File: src/rtl/tag_alloc_ctrl.sv
// Rename-side allocation controller for the physical-tag free list.
// Grants pre-fetched slots to requesting lanes all-or-nothing, and sequences misprediction recovery/refill.
module tag_alloc_ctrl #(
  parameter int NUM_LANES  = 4,
  parameter int PTAG_W     = 6,
  parameter int REFILL_MAX = 4
) (
  input  logic                             clk,
  input  logic                             rst,
  input  logic                             IN_mispr,
  input  logic                             IN_flushActive,
  input  logic [NUM_LANES-1:0]             IN_slotValid,
  input  logic [NUM_LANES-1:0][PTAG_W-1:0] IN_slotTag,
  output logic [NUM_LANES-1:0]             OUT_slotTaken,
  input  logic                             IN_groupValid,
  input  logic [NUM_LANES-1:0]             IN_reqValid,
  input  logic                             IN_stall,
  output logic [NUM_LANES-1:0][PTAG_W-1:0] OUT_grantTag,
  output logic                             OUT_ready,
  output logic                             OUT_fire,
  output logic [1:0]                       OUT_state,
  output logic [15:0]                      OUT_tagStallCnt
);

  localparam int CNT_W  = $clog2(NUM_LANES + 1);
  localparam int RCNT_W = (REFILL_MAX > 1) ? $clog2(REFILL_MAX) : 1;

  typedef enum logic [1:0] {
    ST_RUN     = 2'd0,
    ST_RECOVER = 2'd1,
    ST_REFILL  = 2'd2
  } state_e;

  state_e              state_q, state_d;
  logic [RCNT_W-1:0]   refill_cnt_q, refill_cnt_d;
  logic [15:0]         stall_cnt_q, stall_cnt_d;

  logic [CNT_W-1:0]    slot_rank [NUM_LANES];
  logic [CNT_W-1:0]    req_rank  [NUM_LANES];
  logic [CNT_W-1:0]    nslot, nreq;

  // Rank each valid slot and each requesting lane; equal ranks pair up.
  always_comb begin
    nslot = '0;
    nreq  = '0;
    for (int j = 0; j < NUM_LANES; j++) begin
      slot_rank[j] = nslot;
      nslot        = nslot + CNT_W'(IN_slotValid[j]);
      req_rank[j]  = nreq;
      nreq         = nreq + CNT_W'(IN_reqValid[j]);
    end
  end

  always_comb begin
    OUT_ready     = (state_q == ST_RUN) && (nslot >= nreq);
    OUT_fire      = OUT_ready && IN_groupValid && !IN_stall && !IN_mispr;
    OUT_grantTag  = '0;
    OUT_slotTaken = '0;
    for (int i = 0; i < NUM_LANES; i++) begin
      if ((state_q == ST_RUN) && IN_reqValid[i]) begin
        for (int j = 0; j < NUM_LANES; j++) begin
          if (IN_slotValid[j] && (slot_rank[j] == req_rank[i])) begin
            OUT_grantTag[i] = IN_slotTag[j];
          end
        end
      end
    end
    for (int j = 0; j < NUM_LANES; j++) begin
      OUT_slotTaken[j] = OUT_fire && IN_slotValid[j] && (slot_rank[j] < nreq);
    end
  end

  always_comb begin
    state_d      = state_q;
    refill_cnt_d = refill_cnt_q;
    stall_cnt_d  = stall_cnt_q;
    case (state_q)
      ST_RUN: begin
        if (IN_mispr) state_d = ST_RECOVER;
      end
      ST_RECOVER: begin
        if (!IN_mispr && !IN_flushActive) begin
          state_d      = ST_REFILL;
          refill_cnt_d = '0;
        end
      end
      ST_REFILL: begin
        // A new misprediction wins over a completed refill.
        if (IN_mispr) begin
          state_d = ST_RECOVER;
        end else if ((&IN_slotValid) || (refill_cnt_q == RCNT_W'(REFILL_MAX - 1))) begin
          state_d = ST_RUN;
        end else begin
          refill_cnt_d = refill_cnt_q + RCNT_W'(1);
        end
      end
      default: begin
        state_d      = ST_REFILL;
        refill_cnt_d = '0;
      end
    endcase
    if ((state_q == ST_RUN) && IN_groupValid && !IN_stall && !IN_mispr &&
        (nslot < nreq) && (stall_cnt_q != 16'hFFFF)) begin
      stall_cnt_d = stall_cnt_q + 16'd1;
    end
  end

  always_ff @(posedge clk) begin
    if (rst) begin
      state_q      <= ST_REFILL;
      refill_cnt_q <= '0;
      stall_cnt_q  <= '0;
    end else begin
      state_q      <= state_d;
      refill_cnt_q <= refill_cnt_d;
      stall_cnt_q  <= stall_cnt_d;
    end
  end

  assign OUT_state       = state_q;
  assign OUT_tagStallCnt = stall_cnt_q;

endmodule

File: config.mk
export PLATFORM = sky130hd
export DESIGN_NAME = tag_alloc_ctrl
export DESIGN_NICKNAME = d
export VERILOG_FILES = /design/src/rtl/tag_alloc_ctrl.sv
export SDC_FILE = /design/constraint.sdc
export NUM_CORES = 1
export LEC_CHECK = 0
export ABC_AREA = 1
export BUFFER_PORTS_ARGS = -buffer_cell sky130_fd_sc_hd__buf_2
export CAP_MARGIN = 20
export CORE_ASPECT_RATIO = 1.25
export CORE_MARGIN = 2
export CORE_UTILIZATION = 57
export DETAILED_ROUTE_END_ITERATION = 12
export PLACE_DENSITY = 0.87
export SKIP_CTS_REPAIR_TIMING = 1
export SLEW_MARGIN = 20
export SYNTH_ARGS = -nofsm -noshare
export SYNTH_HDL_FRONTEND = slang
export SYNTH_SLANG_ARGS = --single-unit
File: constraint.sdc
create_clock -name clk -period 7.9 [get_ports clk]
set_input_delay 0.395 -clock clk [delete_from_list [all_inputs] [get_ports clk]]
set_output_delay 0.395 -clock clk [all_outputs]
set_load 0.005 [all_outputs]
==> impl_metrics.tcl <==
set metrics [dict create \
    yosys_warnings 0 \
    cp_slowest_cell "fa_1" \
    p_per_area_mw_per_mm2 114 \
    critPathKind "in -> out" \
    fp.dieW_um 67.1 \
    yosysTopAreaCellShare_pct 14.1 \
    cts_sinks 20 \
    min_period_over_period_pct 43.2 \
    fill_cells 454 \
    vias_per_cell 5.70 \
    synthAdderAreaFrac_pct 10.3 \
    antenna_found_initial 0 \
    seqPwrFrac_pct 27.8 \
    synth.largest_area_cell "dfxtp_1" \
    clock_skew_ns 0.00356 \
    period_needed_ns 3.41 \
    htree_levels 1 \
    vias 3619 \
    grt_setup_unrepaired "false" \
    io_pins 86 \
    hp-start "IN_mispr" \
    initialDrtViolationCount 353 \
    max_freq_mhz 293 \
    post-place-cells 631 \
    r2r_start "OUT_tagStallCnt[0]" \
    grt_pass1_vias 3248 \
    seq_area_um2 400 \
    required_ns 7.51 \
    comb_power_share_pct 44.3 \
    crit_family "adder cells" \
    cp_max_fo 5 \
    worstSkewPairLatency_ns 0.27 \
    synth_compound_area_share_pct 22.9 \
    clock_path_buffers 2 \
    drc_errors 0 \
    die_area_mm2 0.00556 \
    min_path_type "in -> reg" \
    synth.distinct_cells 34 \
    tns_ns 0 \
    diodes 0 \
    crit_path_end_kind "output pin" \
    outcome "finished, final reports clean" \
    std_cell_rows 28 \
    globalplace.congestion 0.923 \
    grtUsageTotal_pct 33.0 \
    cts_tree "done" \
    port_buffers 85 \
    grt_max_degree 18 \
    swShare_pct 39.7 \
    critical_path_buf_inv_count 5 \
    leakage_uw 0.00176 \
    ant_nets 0 \
    muxShareOfSynthArea_pct 0 \
    synth_area_mm2 0.00284 \
    cp-startpoint "IN_reqValid[0]" \
    p_total_uw 380 \
    synth_area_per_cell_um2 5.69 \
    final_nets 635 \
    drive_gt1_share_pct 18.1 \
    start_util_pct 59.6 \
    slew_headroom_pct 68.9 \
    max_cap_violations 0 \
    cts_root_buffer "clkbuf_8" \
    grt_overflow 0 \
    setup_violations 0 \
    power.switching_uw 151 \
    ys_ff_latch 20 \
    synth_nets 558 \
    arrival_ns 3.01 \
    wl_mm 9.08 \
    ir_drop_uv 111 \
    multi_input_area_mm2 0.00210 \
    yosys.area_share.simple_pct 37.4 \
    clk_pin_slew_ns 0.08 \
    critical-path-max-stage-delay_ns 0.48 \
    p_clk_share_pct 27.9 \
    dieHeight_um 82.9 \
    stdcell_count 635 \
    cts_inserted_buffers 3 \
    core_area_mm2 0.00476 \
    firstDrtPassIters 6 \
    synth_top_family_by_area "simple AND/OR/NAND/NOR gates" \
    wl_per_cell_um 14.3 \
    drv_slew 0 \
    dp_hpwl_mm 7.18 \
    seq_area_frac_synth_pct 14.1 \
    grt_pass1_wl_mm 14.7 \
    syn2layout_area_growth_pct 17.8 \
    internal_power_uw 229 \
    netlist_instances 499 \
    finalHoldViolations 0 \
    worstMarginPinSlew_ns 0.466 \
    synth.area.top_cells "dfxtp_1 14%, nand2_1 14%, o21ai_0 13%, inv_1 9.4%, nor2_1 8.7%" \
    synth_xor_area_share_pct 3.40 \
    crit_chain "buf_2 > inv_1 > ha_1 > ha_1 > inv_1 > fa_1 > ha_1 > nand3_1 > nand2_1 > inv_1 > nand3_1 > nand2_1 > nor3_1 > buf_2" \
    cp-start-kind "input pin" \
]
[worst register-to-register path, delay by kind of cell, from the launching register on]
kind                       cells  cell delay (ns)
adders and majority gates      1             0.28
DFF                            1             0.44
and+or+nand+nor                7             0.91
[cells in the mapped netlist]
cell type and number:
a31oi_1 4, inv_1 71, buf_6 1, inv_2 1, nor2_4 4, nor3_1 6
nor2_2 1, a21oi_1 33, o22ai_1 7, a211oi_1 1, dfxtp_1 20, buf_2 3
nand2_2 2, nand4_1 9, nand4_2 1, a21oi_2 1, nor2_1 66, o21bai_1 2
o211ai_1 2, nor2_8 1, clkbuf_1 6, nand3_1 39, nand2_4 1, o21ai_0 71
o21ai_1 3, fa_1 4, ha_1 17, buf_4 1, nand3_4 1, clkbuf_2 2
or2_2 2, xor2_1 5, nand2_1 105, xnor2_1 6
[power by group through the flow]
stage	Clock [uW]	Sequential (uW)	Combinational, uW
after global placement	0	108	161
final	106	106	168
after global routing	112	106	190
after detailed placement	0	108	164
after floorplan	0	108	114
after CTS	106	106	165
[metal layers]
layer / vias up / global-route usage [%] / routed length [um]
li1: 1784 / - / -
met1: 1626 / 42.8 / 3860
met2: 177 / 55.0 / 4270
met3: 32 / 3.93 / 653
met4: 0 / 11.7 / 299
met5: - / 0 / 0
[kinds of logic after synthesis]
group,after synthesis
simple gates,238
compound gates,124
fa+ha+maj,21
buf+inv,85
flops,20
xor+xnor,11
[state kept, by name (all words and copies together) (netlist names)]
| name | count |
|---|---|
| refill_cnt_q | 2 |
| OUT_tagStallCnt | 16 |
| OUT_state | 2 |
[cell type report]
cell class / count / area share, %
clock buffers: 3 / 1.24
repair buffers: 85 / 12.7
clock inverters: 1 / 0.898
multi-input cells: 394 / 62.8
inverters: 72 / 8.08
well taps: 60 / 2.25
flip-flops and latches: 20 / 12.0
[worst paths after layout]
kind	endpoint	slack, ns	cells past startpoint
min	OUT_state[0]	0.41	3
max reg2reg	OUT_tagStallCnt[12]	6.16	8
min reg2reg	OUT_tagStallCnt[1]	0.54	2
max	OUT_slotTaken[2]	4.49	14
[through the flow]
| stage | cell area [um2] | hold slack [ns] | utilization [%] | worst slack [ns] |
|---|---|---|---|---|
| finish | 3340 | 0.411 | 70.2 | 4.49 |
| global placement | 3270 | 0.510 | 68.7 | 4.55 |
| global route | 3340 | 0.433 | 70.2 | 4.26 |
| floorplan | 2840 | 0.487 | - | 4.97 |
| CTS | 3340 | 0.414 | 70.2 | 4.50 |
| detailed placement | 3270 | 0.522 | 68.7 | 4.49 |
[layout by cell type (no fill, tap or decap), types with 5 or more instances in the layout]
cell	synthesis	layout
xor2_1	5	5
o22ai_1	7	7
inv_1	71	71
nand4_1	9	9
nand2_1	105	105
o21ai_0	71	71
a21oi_1	33	33
nand3_1	39	39
xnor2_1	6	6
nor3_1	6	6
ha_1	17	17
buf_2	3	85
dfxtp_1	20	20
nor2_1	66	66
No activity file was read; power rests on OpenSTA's default activity.
